$ cat src/rtl/async_axis_fifo_pkg.sv
// Shared types and helpers for the dual-clock AXIS FIFO controllers.
// Gray conversions are width-agnostic up to 32 bits; callers zero-extend in and truncate out.
package async_axis_fifo_pkg;

   localparam int OUT_BUF_DEPTH = 2;

   function automatic logic [31:0] bin2gray(input logic [31:0] bin);
      return bin ^ (bin >> 1);
   endfunction

   // Each binary bit is the XOR of all Gray bits at and above it.
   function automatic logic [31:0] gray2bin(input logic [31:0] gray);
      logic [31:0] bin;
      bin[31] = gray[31];
      for (int i = 30; i >= 0; i--) begin
         bin[i] = bin[i+1] ^ gray[i];
      end
      return bin;
   endfunction

endpackage

$ cat src/rtl/async_axis_fifo_sync.sv
// N-stage vector synchroniser for Gray-coded pointers crossing clock domains.
// Shared by the read and write controllers of the dual-clock AXIS FIFO.
module async_axis_fifo_sync #(
   parameter int WIDTH  = 6,
   parameter int STAGES = 2
) (
   input  logic             clk,
   input  logic             resetn,
   input  logic [WIDTH-1:0] d,
   output logic [WIDTH-1:0] q
);

   logic [WIDTH-1:0] sync_q [STAGES];

   // Plain flop chain: nothing may sit between stages or metastability settling time is lost.
   always_ff @(posedge clk or negedge resetn) begin
      if (!resetn) begin
         for (int i = 0; i < STAGES; i++) begin
            sync_q[i] <= '0;
         end
      end else begin
         sync_q[0] <= d;
         for (int i = 1; i < STAGES; i++) begin
            sync_q[i] <= sync_q[i-1];
         end
      end
   end

   assign q = sync_q[STAGES-1];

endmodule

$ cat src/rtl/async_axis_fifo_rd_ctrl.sv
// Read-side controller of the dual-clock AXIS FIFO: empty detection, BRAM reads, 2-entry skid output.
// Optional macro ASYNC_AXIS_FIFO_RD_LEVEL_EN adds the registered m_axis_level port.
module async_axis_fifo_rd_ctrl
   import async_axis_fifo_pkg::*;
#(
   parameter int DATA_WIDTH    = 16,
   parameter int ADDRESS_WIDTH = 5,
   parameter int SYNC_STAGES   = 2
) (
   input  logic                     clk,
   input  logic                     resetn,
   input  logic [ADDRESS_WIDTH:0]   wr_ptr_gray,
   output logic [ADDRESS_WIDTH:0]   rd_ptr_gray,
   output logic                     ram_reb,
   output logic [ADDRESS_WIDTH-1:0] ram_addrb,
   input  logic [DATA_WIDTH-1:0]    ram_doutb,
   output logic                     m_axis_tvalid,
   input  logic                     m_axis_tready,
   output logic [DATA_WIDTH-1:0]    m_axis_tdata
`ifdef ASYNC_AXIS_FIFO_RD_LEVEL_EN
   ,
   output logic [ADDRESS_WIDTH:0]   m_axis_level
`endif
);

   localparam int PTR_W = ADDRESS_WIDTH + 1;
   localparam int CNT_W = $clog2(OUT_BUF_DEPTH + 1);

   logic [PTR_W-1:0]      wr_ptr_sync;
   logic [PTR_W-1:0]      rd_ptr;
   logic [PTR_W-1:0]      rd_ptr_inc;
   logic [PTR_W-1:0]      rd_ptr_gray_q;
   logic                  inflight;
   logic [CNT_W-1:0]      buf_count;
   logic [CNT_W-1:0]      buf_count_after_pop;
   logic [CNT_W-1:0]      buf_count_next;
   logic [CNT_W:0]        occ;
   logic [DATA_WIDTH-1:0] buf_head;
   logic [DATA_WIDTH-1:0] buf_tail;
   logic [DATA_WIDTH-1:0] head_next;
   logic [DATA_WIDTH-1:0] tail_next;
   logic                  tvalid_q;
   logic                  empty;
   logic                  pop;
   logic                  issue;

   async_axis_fifo_sync #(
      .WIDTH  (PTR_W),
      .STAGES (SYNC_STAGES)
   ) u_wr_ptr_sync (
      .clk    (clk),
      .resetn (resetn),
      .d      (wr_ptr_gray),
      .q      (wr_ptr_sync)
   );

   // The registered Gray pointer always equals the Gray form of the next address to read,
   // so empty compares it directly against the synchronised write pointer.
   always_comb begin
      empty      = (rd_ptr_gray_q == wr_ptr_sync);
      pop        = tvalid_q && m_axis_tready;
      occ        = {1'b0, buf_count} + {{CNT_W{1'b0}}, inflight};
      issue      = !empty && ((occ - {{CNT_W{1'b0}}, pop}) < (CNT_W+1)'(OUT_BUF_DEPTH));
      rd_ptr_inc = rd_ptr + PTR_W'(1);
   end

   assign ram_reb     = issue;
   assign ram_addrb   = rd_ptr[ADDRESS_WIDTH-1:0];
   assign rd_ptr_gray = rd_ptr_gray_q;

   // The slot is handed back to the writer on issue; the BRAM samples the address on this
   // same edge, long before the writer can see the new pointer through its synchroniser.
   always_ff @(posedge clk or negedge resetn) begin
      if (!resetn) begin
         rd_ptr        <= '0;
         rd_ptr_gray_q <= '0;
         inflight      <= 1'b0;
      end else begin
         inflight <= issue;
         if (issue) begin
            rd_ptr        <= rd_ptr_inc;
            rd_ptr_gray_q <= PTR_W'(bin2gray(32'(rd_ptr_inc)));
         end
      end
   end

   // Returning BRAM data lands in the head when the buffer will be empty after this
   // cycle's pop, otherwise behind whatever is still waiting.
   always_comb begin
      head_next           = buf_head;
      tail_next           = buf_tail;
      buf_count_after_pop = buf_count - CNT_W'(pop);
      if (pop && (buf_count == CNT_W'(2))) begin
         head_next = buf_tail;
      end
      if (inflight) begin
         if (buf_count_after_pop == '0) begin
            head_next = ram_doutb;
         end else begin
            tail_next = ram_doutb;
         end
      end
      buf_count_next = buf_count_after_pop + CNT_W'(inflight);
   end

   always_ff @(posedge clk or negedge resetn) begin
      if (!resetn) begin
         buf_count <= '0;
         buf_head  <= '0;
         buf_tail  <= '0;
         tvalid_q  <= 1'b0;
      end else begin
         buf_count <= buf_count_next;
         buf_head  <= head_next;
         buf_tail  <= tail_next;
         tvalid_q  <= (buf_count_next != '0);
      end
   end

   assign m_axis_tvalid = tvalid_q;
   assign m_axis_tdata  = buf_head;

`ifdef ASYNC_AXIS_FIFO_RD_LEVEL_EN
   logic [PTR_W-1:0] wr_ptr_sync_bin;
   logic [PTR_W-1:0] level_q;

   assign wr_ptr_sync_bin = PTR_W'(gray2bin(32'(wr_ptr_sync)));

   // Words visible to the reader: not yet issued plus those already sitting in the buffer.
   always_ff @(posedge clk or negedge resetn) begin
      if (!resetn) begin
         level_q <= '0;
      end else begin
         level_q <= wr_ptr_sync_bin - rd_ptr + PTR_W'(buf_count);
      end
   end

   assign m_axis_level = level_q;
`endif

endmodule

$ cat config.mk
export PLATFORM = sky130hd
export DESIGN_NAME = async_axis_fifo_rd_ctrl
export DESIGN_NICKNAME = d
export VERILOG_FILES = /design/src/rtl/async_axis_fifo_pkg.sv /design/src/rtl/async_axis_fifo_sync.sv /design/src/rtl/async_axis_fifo_rd_ctrl.sv
export SDC_FILE = /design/constraint.sdc
export NUM_CORES = 1
export LEC_CHECK = 0
export CAP_MARGIN = 15
export CORE_ASPECT_RATIO = 0.7
export CORE_MARGIN = 5
export CORE_UTILIZATION = 54
export CTS_BUF_LIST = sky130_fd_sc_hd__clkbuf_16
export CTS_CLUSTER_SIZE = 25
export DETAILED_ROUTE_END_ITERATION = 10
export PLACE_DENSITY = 0.84
export SETUP_SLACK_MARGIN = 0.02
export SLEW_MARGIN = 15
export SYNTH_ARGS = -nofsm -noshare
export SYNTH_HDL_FRONTEND = slang
export SYNTH_SLANG_ARGS = --single-unit
$ cat constraint.sdc
create_clock -name clk -period 4.4 [get_ports clk]
set_clock_uncertainty 0.1 [all_clocks]
set_input_delay 0.44 -clock clk [delete_from_list [all_inputs] [get_ports clk]]
set_output_delay 0.44 -clock clk [all_outputs]
set_load 0.02 [all_outputs]
==> results by group <==
GRT
  • Initial antenna violation count: 0
  • Total GRT Usage: 0.168
  • Largest net degree at the start of global routing: 60
  • Global-route wire length before repair: about 7800 µm
  • Total gr overflow: 0
  • Vias in the first global route: 1644

Power and ir drop
  • Pint: 1.81 mW
  • NetSw: 1.03 mW
  • Leakage: 1.50 nW
  • VDD IR-drop max: a little under 0.5 mV
  • Combinational Power Share: 0.459
  • Power share of the clock group: 0.204
  • Sequential power share: 0.337
  • Pwr dens: between 800 and 900 mW/mm²
  • Switch share: 0.363
  • Pwr Total: 2.84 mW

Synth
  • Top FF cell, synth: dfrtp_1
  • Syn_area_per_cell: 13.1 µm²
  • Post-synth top area share: 0.589
  • Sequential cell area fraction in the yosys report: 0.589
  • Unique masters post-synth: 33
  • Post-synth ARST share: 1.00
  • Mapped Area: 0.00251 mm²
  • #FFs+latches synth: 59
  • Synth area leaders: dfrtp_1 (59%), mux2_2 (9.0%), mux2i_1 (6.4%)
  • Syn_nets: 221
  • Area leader, netlist: dfrtp_1
  • Synth Instances: 192
  • Post-synth EDFFs: 0
  • Ys Warns: 0

Route
  • Initial DRT Pass Iterations: 4
  • Total Wirelength: 4580 µm
  • Vias per inst: 5.08
  • DRC Markers: 0
  • DR iter-0 viols: 94
  • Wire per inst: 14.8 µm
  • Vias: 1571
  • Antenna-violating nets left: 0

Place
  • Final HPWL from detailed placement: 3120 µm
  • Routability cong.: between 0.7 and 0.8
  • Pre-CTS WS: 0.916 ns
  • Buffers on Ports: 53

Timing
  • Final Max Tran Viols: 0
  • RSZ-0062 raised after global routing: no
  • Final hold violation count: 0
  • Crit path time final: 3.50 ns
  • Achievable clock frequency: 286 MHz
  • Final setup vio count: 0
  • TNS Setup: 0 ns
  • Tcrit/Tclk final: 0.796
  • Hold slack: 0.158 ns
  • Worst slew pin tran: 1.08 ns
  • Max-slew headroom: 0.280
  • Setup WS post-layout: approximately 0.9 ns

Clocking
  • H-tree levels: 3
  • Clock tree buffer depth: 2
  • CTS clock-pin slew for the worst setup and hold paths: ~0.050 ns
  • TritonCTS clock tree: built
  • Clock root cell: clkbuf_16
  • Cts-stage hold buffer count: 0
  • Cts bufs inserted: 9
  • Post-CTS setup repair buffer count: 0
  • Worst-Skew Late Latency: 0.32 ns
  • # clock sinks: 59
  • Post_cts resized: 0

Floorplanning
  • Die H: 67.0 µm
  • Number of I/O pins: 54
  • Die W: 91.4 µm
  • DIE AREA: 0.00613 mm²
  • Initial Util: 0.569
  • Core area: 0.00440 mm²
  • # rows: 20

Worst setup path
  • CP max FO: 3
  • FF-to-FF setup slack: 1.82 ns
  • Cells along the critical path: clkdlybuf4s50_1 -> nand2_1 -> xnor2_2 -> ha_1 -> inv_1 -> fa_1 -> nand2_1 -> a31oi_4 -> clkdlybuf4s50_1
  • CP Class: primary input to output port
  • Data arrival, critical path: about 3.0 ns
  • Worst Setup Start Kind: primary input
  • Crit. End Element: output port
  • Critical path's largest stage delay: 0.63 ns
  • WP data required: 3.86 ns
  • Slowest cell on crit path: clkdlybuf4s50_1

Job
  • Max-Cap Viols: 0

Finish
  • Commonest cells after routing, fill and taps aside: dfrtp_1 (59), clkdlybuf4s50_1 (52), nand2_1 (23), mux2_2 (20), mux2i_1 (16)
  • Inserted Diodes: 0
  • Layout cells sized above 1: 0.165
  • Area Overhead vs Synth: 32.4%
  • Final nets: 279
  • Commonest non-fill, non-tap cell in the layout: dfrtp_1

Outcome
  • Outcome: complete, no violations

Hold path
  • HP Class: primary input to asynchronous set/reset pin
==> layout make-up <==
type / instances / area [µm²]
clock buffers: 9 / 225
clock inverters: 6 / 25.0
fillers: 310 / 1080
inverters: 4 / 15.0
multi-input cells: 121 / 968
flip-flops and latches: 59 / 1480
well taps: 55 / 68.8
repair buffers: 55 / 541
==> layer usage <==
layer / GRT usage / up-vias / routed length, µm
met1: 0.208 / 758 / 2120
met3: 0.0700 / 4 / 246
met2: 0.258 / 37 / 2180
li1: - / 772 / -
met4: 0.0714 / 0 / 38
met5: 0 / - / 0
==> registers in the layout, indices dropped and copies added, names as in the netlist <==
name	cells
buf_count	2
buf_tail	16
inflight	1
m_axis_tdata	16
m_axis_tvalid	1
rd_ptr	6
rd_ptr_gray	5
u_wr_ptr_sync.q	6
u_wr_ptr_sync.sync_q	6
==> worst paths after layout <==
check,from,end,cells past startpoint
worst max-delay path,m_axis_tready,ram_reb,9
worst min-delay path,resetn,u_wr_ptr_sync.q[0],2
worst max register to register,m_axis_tvalid,rd_ptr_gray[1],9
worst min register to register,u_wr_ptr_sync.sync_q[6],u_wr_ptr_sync.q[0],0
max in group asynchronous,resetn,rd_ptr[0],2
min in group clk,u_wr_ptr_sync.sync_q[6],u_wr_ptr_sync.q[0],0
==> cell usage after synthesis, types with 2 or more instances <==
library cell,instances
mux2_2,20
o21ai_1,3
xnor2_1,12
mux2i_1,16
a21oi_1,4
ha_1,3
inv_1,4
buf_6,2
buf_2,4
xor2_1,7
nand2_1,23
o21ai_0,13
nor2_1,3
dfrtp_1,59
==> per-stage QoR <==
step / std cells / instance area, µm² / utilization
floorplan: 192 / 2510 / -
global placement: 294 / 3070 / 0.697
detailed placement: 294 / 3070 / 0.697
CTS: 309 / 3320 / 0.754
global route: 309 / 3320 / 0.754
finish: 309 / 3320 / 0.754
==> worst max-delay path, delay by kind of cell <==
family          cells  cell delay, ns
buf+inv             3            1.13
simple gates        2            0.19
compound gates      1            0.17
fa+ha+maj           2            0.76
xor+xnor            1            0.27
==> power groups by stage <==
| stage | clock [mW] | combinational [mW] | sequential, mW |
|---|---|---|---|
| after global placement | 0 | 1.28 | 0.958 |
| after floorplan | 0 | 0.757 | 1.07 |
| after global routing | 0.623 | 1.41 | 0.997 |
| after CTS | 0.593 | 1.32 | 0.963 |
| after detailed placement | 0 | 1.31 | 0.966 |
| final | 0.580 | 1.30 | 0.959 |
==> cell families (layout without fill, tap and decap cells) <==
kind of cell,Yosys count,in the layout,synth area share
adder cells (fa/ha/maj),4,4,0.0230
AO/OA/AOI/OAI,26,26,0.0629
AND/OR/NAND/NOR,35,35,0.0714
multiplexers,36,36,0.154
flip-flops,59,59,0.589
XOR/XNOR,20,20,0.0729
buffers and inverters,12,74,0.0274
No activity file was read; power rests on OpenSTA's default activity.
